[src/rtl/lane_arbiter_8b.sv]
// Four-lane byte arbiter: rotating-priority grant of one 4-byte word at a time to a single 8b output.
// Latency 1 cycle input byte to output; per-lane valid stalls hold the word, 8 stalled cycles abort it.
module lane_arbiter_8b (
  input  logic        clk_4f,
  input  logic        reset,
  input  logic        enable_in,
  input  logic [3:0]  req_in,
  input  logic [3:0]  valid_in,
  input  logic [31:0] data_in,
  output logic [3:0]  grant_out,
  output logic [1:0]  lane_out,
  output logic [7:0]  data_out,
  output logic        valid_out,
  output logic        first_out,
  output logic        word_done,
  output logic        abort_out
);

  typedef enum logic {IDLE, XFER} state_t;

  state_t      state, state_nxt;
  logic [1:0]  prio, prio_nxt;
  logic [1:0]  byte_cnt, byte_cnt_nxt;
  logic [2:0]  stall_cnt, stall_cnt_nxt;
  logic [3:0]  grant_nxt;
  logic [1:0]  lane_nxt;
  logic [7:0]  data_nxt;
  logic        valid_nxt, first_nxt, done_nxt, abort_nxt;
  logic [1:0]  pick_idle, pick_next, lane_inc;
  logic [7:0]  lane_byte;

  // First requesting lane scanning p, p+1, ... (2-bit index wraps mod 4).
  function automatic logic [1:0] pick(input logic [1:0] p, input logic [3:0] req);
    logic [1:0] idx;
    pick = p;
    for (int i = 3; i >= 0; i--) begin
      idx = p + 2'(i);
      if (req[idx]) pick = idx;
    end
  endfunction

  assign lane_inc  = lane_out + 2'd1;
  assign pick_idle = pick(prio, req_in);
  assign pick_next = pick(lane_inc, req_in);
  assign lane_byte = data_in[{lane_out, 3'b000} +: 8];

  always_comb begin
    state_nxt     = state;
    prio_nxt      = prio;
    byte_cnt_nxt  = byte_cnt;
    stall_cnt_nxt = stall_cnt;
    grant_nxt     = grant_out;
    lane_nxt      = lane_out;
    data_nxt      = data_out;
    valid_nxt     = 1'b0;
    first_nxt     = 1'b0;
    done_nxt      = 1'b0;
    abort_nxt     = 1'b0;
    case (state)
      IDLE: begin
        grant_nxt = 4'b0000;
        if (enable_in && |req_in) begin
          state_nxt     = XFER;
          grant_nxt     = 4'b0001 << pick_idle;
          lane_nxt      = pick_idle;
          byte_cnt_nxt  = 2'd0;
          stall_cnt_nxt = 3'd0;
        end
      end
      XFER: begin
        if (valid_in[lane_out]) begin
          data_nxt      = lane_byte;
          valid_nxt     = 1'b1;
          first_nxt     = (byte_cnt == 2'd0);
          done_nxt      = (byte_cnt == 2'd3);
          stall_cnt_nxt = 3'd0;
          byte_cnt_nxt  = byte_cnt + 2'd1;
          // Word complete: rotate priority and re-arbitrate on the same edge.
          if (byte_cnt == 2'd3) begin
            prio_nxt = lane_inc;
            if (enable_in && |req_in) begin
              grant_nxt = 4'b0001 << pick_next;
              lane_nxt  = pick_next;
            end else begin
              state_nxt = IDLE;
              grant_nxt = 4'b0000;
            end
          end
        end else if (stall_cnt == 3'd7) begin
          abort_nxt     = 1'b1;
          grant_nxt     = 4'b0000;
          prio_nxt      = lane_inc;
          byte_cnt_nxt  = 2'd0;
          stall_cnt_nxt = 3'd0;
          state_nxt     = IDLE;
        end else begin
          stall_cnt_nxt = stall_cnt + 3'd1;
        end
      end
      default: state_nxt = IDLE;
    endcase
  end

  always_ff @(posedge clk_4f) begin
    if (reset) begin
      state     <= IDLE;
      prio      <= 2'd0;
      byte_cnt  <= 2'd0;
      stall_cnt <= 3'd0;
      grant_out <= 4'b0000;
      lane_out  <= 2'd0;
      data_out  <= 8'h00;
      valid_out <= 1'b0;
      first_out <= 1'b0;
      word_done <= 1'b0;
      abort_out <= 1'b0;
    end else begin
      state     <= state_nxt;
      prio      <= prio_nxt;
      byte_cnt  <= byte_cnt_nxt;
      stall_cnt <= stall_cnt_nxt;
      grant_out <= grant_nxt;
      lane_out  <= lane_nxt;
      data_out  <= data_nxt;
      valid_out <= valid_nxt;
      first_out <= first_nxt;
      word_done <= done_nxt;
      abort_out <= abort_nxt;
    end
  end

endmodule

[config.mk]
export PLATFORM = sky130hd
export DESIGN_NAME = lane_arbiter_8b
export DESIGN_NICKNAME = d
export VERILOG_FILES = /design/src/rtl/lane_arbiter_8b.sv
export SDC_FILE = /design/constraint.sdc
export NUM_CORES = 1
export LEC_CHECK = 0
export ABC_AREA = 1
export BUFFER_PORTS_ARGS = -buffer_cell sky130_fd_sc_hd__buf_2
export CORE_MARGIN = 3
export CORE_UTILIZATION = 35
export DETAILED_ROUTE_END_ITERATION = 16
export PLACE_DENSITY = 0.65
export SLEW_MARGIN = 10
export SYNTH_ARGS = -nofsm -noshare
export SYNTH_HDL_FRONTEND = slang
export SYNTH_SLANG_ARGS = --single-unit
export TNS_END_PERCENT = 5
[constraint.sdc]
create_clock -name clk_4f -period 2.9 [get_ports clk_4f]
set_clock_uncertainty 0.2 [all_clocks]
set_input_delay 0.145 -clock clk_4f [delete_from_list [all_inputs] [get_ports clk_4f]]
set_output_delay 0.145 -clock clk_4f [all_outputs]
set_load 0.03 [all_outputs]
[Word-level counts from Yosys, hierarchy flattened]
Cells that the tools add are included.
Cells by class
  add/sub/neg operators: 9
  magnitude comparators: 9
  equality and inequality tests: 9
  shift operators: 3
  mux-type cells: 55
  bitwise gates (word level): 2
  reductions and logical operators: 12
Operators by type and width (count)
  $mux W2: 18
  $shiftx A32 B6 Y8: 1
  $lt A2 B3 Y1 const B: 9
  $mux W4: 5
  $bmux W1 S2: 9
  $mux W1: 15
  $mux W3: 3
  $add A2 B1 Y2 const B: 4
  $add A2 B2 Y2 const B: 4
  $ne A2 B1 Y1 const B: 4
  $pmux W2 S2: 2
  $pmux W4 S2: 1
  $shl A1 B2 Y4 const A: 2
  $pmux W3 S2: 1
  $reduce_and A2 Y1: 3
  $reduce_or A3 Y1: 2
  $reduce_and A4 Y1: 1
  $reduce_or A4 Y1: 1
  $add A3 B1 Y3 const B: 1
  $eq A3 B3 Y1 const B: 1
  $ne A3 B1 Y1 const B: 1
  $ne A3 B2 Y1 const B: 1
  $reduce_and A3 Y1: 1
  $eq A2 B2 Y1 const B: 1
  7 further kinds: 8
Storage, ports and cells
  flip-flop bits (word level): 26
  output and inout bits: 18
  logic and storage cells: 110

[Logic depth before layout (Yosys ltp)]
  depth after elaboration: 13
  depth in mapped cells: 16
  mapped depth without buffers: 15

[Worst setup path after synthesis]
OpenSTA, ideal clock, no wires.
  path kind: reg2reg
  from: register lane_out[0]
  to: register grant_out[3]
  setup time: 0.109 ns
  arrival: 1.570 ns
  slack: 1.022 ns
  stages on the path, launching flop included: 15
  buffers on the path: 1
  cell sequence: dfxtp_1 > inv_1 > buf_2 > nand2_1 > nand3_1 > nand2_1 > nand3_1 > nand2_1 > nand2_1 > nand2_1 > nand2_1 > nand3_1 > nand3_1 > nand2_1 > inv_1
On the way
  word-level cells in the longest chain between the ends: 13
  elaborated cells on any way between the ends: 26
RTL lines
  from (decl): line 11  | output logic [1:0] lane_out,
  from (signal assigned): line 123  | lane_out <= lane_nxt;
  $add A2 B1 Y2: line 42  | assign lane_inc = lane_out + 2'd1;
  $add A2 B2 Y2: line 37  | idx = p + 2'(i);
  $bmux W1 S2: line 38  | if (req[idx]) pick = idx;
  $mux W1 (implied by the code): line 38
  $mux W2 (4 in series): line 38
  $shl A1 B2 Y4: line 82  | grant_nxt = 4'b0001 << pick_next;
  $mux W4: line 81  | if (enable_in && |req_in) begin
  $mux W4: line 79  | if (byte_cnt == 2'd3) begin
  $mux W4: line 71  | if (valid_in[lane_out]) begin
  $pmux W4 S2: line 59  | case (state)
  to (signal assigned): line 122  | grant_out <= grant_nxt;
  to (decl): line 10  | output logic [3:0] grant_out,
Parallel ways exist; a longest one is shown, timed or not. The select of a mux whose other input is x is not followed.
A chain may end at the register's enable or synchronous reset.

[Worst setup path in the final report]
  from: register lane_out[0]
  to: register data_out[1]
On the way
  word-level cells in the longest chain between the ends: 3
  elaborated cells on any way between the ends: 4
RTL lines
  branches (longest 3 deep; another with $shiftx A32 B6 Y8)
  to (signal assigned): line 124  | data_out <= data_nxt;
  to (decl): line 12  | output logic [7:0] data_out,
Parallel ways; which one is timed is not known. The select of a mux whose other input is x is not followed.

==> impl_metrics.yaml <==
die:
  rows: 25
  die_w_um: 76.8
  dieArea_mm2: 0.00590
  pin_count: 61
  die_h_um: 76.8
  initial_core_util_pct: 36.7
  coreArea_mm2: 0.00479
critical_path:
  crit_path_start_kind: "flop"
  max_stage_delay_ns: 0.57
  cp_max_fo: 21
  cpMostUsedCell: "nand2_2"
  rr_startpoint: "lane_out[0]"
  crit_slowest_cell: "dlygate4sd3_1"
  worstPathRequired_ns: 2.87
  end_kind: "flop"
  cp-startpoint: "lane_out[0]"
  critPathArrivalTime_ns: 2.50
  path_cells: "inv_1 -> buf_4 -> o21ai_1 -> nand2_2 -> nand2_2 -> inv_2 -> o21ai_0 -> a31oi_1 -> dlygate4sd3_1"
  path_class: "reg -> reg"
timing:
  period_minus_slack_ns: 2.53
  slew_headroom_pct: 75.5
  fin_ws_ns: 0.370
  worstMarginPinSlew_ns: 0.367
  min_period_over_period_pct: 87.3
  setup_viol: 0
  finalHoldViolCount: 0
  fmax_mhz: 395
  setup_tns_ns: 0
  rsz0062_at_grt: "no"
  slew_violations: 0
clocking:
  clock_latency_ns: 0.28
  path_clk_slew_ns: 0.10
  htree_levels: 1
  clockRootBuffer: "clkbuf_8"
  clockBufferDepth: 2
  cts_tree: "done"
  numClockSinks: 26
  numCtsBuffers: 3
  post_cts_buffers: 0
detailed_routing:
  dr.pass1.iters: 4
  via_per_inst: 4.71
  vias: 2032
  drt_drc_violations_left: 0
  drtAntennaViolNets: 0
  drt-total-wl_mm: 4.67
  first_iter_violations: 65
  wl_per_cell_um: 10.8
power_and_ir_drop:
  peakVddDrop_mv: 0.254
  comb_power_share_pct: 32.8
  power.density_mw_per_mm2: 465
  p_seq_share_pct: 38.5
  clock_power_share_pct: 28.8
  p_switching_mw: 0.367
  sw_frac_of_total_pct: 34.4
  intPower_mw: 0.701
  p_leak_nw: 1.23
final_layout:
  antennaDiodeCount: 0
  final_common_cell: "nand2_1"
  drive_gt1_share_pct: 23.1
  final_cell_area_mm2: 0.00230
  nNetsFinal: 412
  syn_to_final_growth_pct: 30.8
  final_cell_mix: "nand2_1, buf_2, nor2_1"
place:
  dp_hpwl_mm: 3.38
  pre_cts_ws_ns: 0.700
  place_area_mm2: 0.00208
  io_buffers: 60
  gp_congestion: 0.888
synthesis:
  synthCells: 295
  syn_area_per_cell_um2: 5.95
  ys_seq_area_share_pct: 29.7
  synth-seq-cells: 26
  synth.distinct_cells: 25
  ys_warn_count: 0
  netlist_area_mm2: 0.00176
  synth.net_count: 342
run:
  max_cap_viol_count: 0
grt:
  grt_max_degree: 22
  grt_pass1_vias: 1956
  grt_overflow: 0
  grt_first_pass_wirelength_mm: 8.16
  globalRouteTotalUtil_pct: 16.5
  antenna_found_initial: 0
hold_path:
  min_from: "data_in[10]"
  holdCritPathClass: "in -> reg"
run_status:
  outcome: "finished, final reports clean"
per-layer routing:
| layer | up-vias | GRT usage [%] | part of all wire [%] |
|---|---|---|---|
| met4 | 0 | 5.98 | 2.2 |
| met2 | 62 | 29.7 | 47 |
| li1 | 1082 | - | - |
| met3 | 9 | 2.93 | 5.5 |
| met5 | - | 0 | 0 |
| met1 | 879 | 19.3 | 45 |
stage by stage:
step / total power, mW / util [%] / hold WS [ns] / instances
global placement: 0.744 / 43.5 / 0.257 / 413
finish: 1.07 / 48.0 / 0.00168 / 431
global route: 1.14 / 48.0 / 0.0159 / 431
floorplan: 0.659 / - / 0.0931 / 295
CTS: 1.07 / 47.9 / 0.000417 / 431
detailed placement: 0.744 / 43.5 / 0.263 / 413
what timing repair did:
| item | in CTS | in global routing |
|---|---|---|
| hold buffers | 14 | 0 |
| gates resized for setup | 0 | 2 |
| setup endpoints to repair | 0 | 7 |
| endpoints found under the hold margin | 7 | 0 |
cell families after synthesis:
group / share of synthesized area (%)
simple gates: 38.2
compound gates: 17.9
buf+inv: 11.4
flops: 29.7
fa+ha+maj: 2.85
Yosys cell counts:
master    count  share of area (%)
nand2_1      73                 16
nor3_1        2               0.57
inv_1        28                6.0
o21bai_2      1               0.64
nand2_2       4                1.4
nand3_2       1               0.57
nand3_1      22                6.3
o21bai_1      1               0.43
o21ai_1       4                1.1
clkbuf_1      3               0.64
inv_2         6                1.3
buf_6         3                1.9
ha_1          4                2.9
nor2_2        3                1.1
o21ai_2       1               0.50
a21oi_1       9                2.6
and2_1        1               0.36
nor2_1       54                 12
nor4_1        1               0.36
o21ai_0      33                9.4
nor3b_1       1               0.43
a31oi_1       9                3.2
buf_4         1               0.43
buf_2         4                1.1
dfxtp_1      26                 30
power by group through the flow:
| stage | Clock [mW] | Combinational (mW) | Sequential [mW] |
|---|---|---|---|
| after floorplan | 0 | 0.209 | 0.450 |
| after global placement | 0 | 0.326 | 0.418 |
| after detailed placement | 0 | 0.327 | 0.417 |
| after CTS | 0.312 | 0.349 | 0.410 |
| after global routing | 0.323 | 0.397 | 0.416 |
| final | 0.307 | 0.350 | 0.411 |
sequential cells by signal, summed over array words and instances (netlist names), 2 cells and up:
register / flops
lane_out: 2
grant_out: 4
data_out: 8
prio: 2
stall_cnt: 3
byte_cnt: 2
worst max-delay path, delay by kind of cell, from the launching register on:
family,cells,cell delay [ns]
buffers and inverters,4,1.02
flip-flops,1,0.51
AO/OA/AOI/OAI,3,0.41
AND/OR/NAND/NOR,2,0.27
final cells by class:
cell class	count	area, µm²
Multi-Input combinational cell	224	1030
Inverter	34	128
Fill cell	483	2490
Tap cell	67	83.8
Sequential cell	26	523
Timing Repair Buffer	76	455
Clock inverter	1	30.0
Clock buffer	3	41.3
worst paths after layout:
path                            cells past startpoint           end  slack (ns)
worst min register to register                      2  stall_cnt[2]        0.28
worst max register to register                      9   data_out[1]        0.37
worst min-delay path                                3   data_out[2]       0.002
worst max-delay path                                9   data_out[1]        0.37
Power figures use the tool's default switching activity.
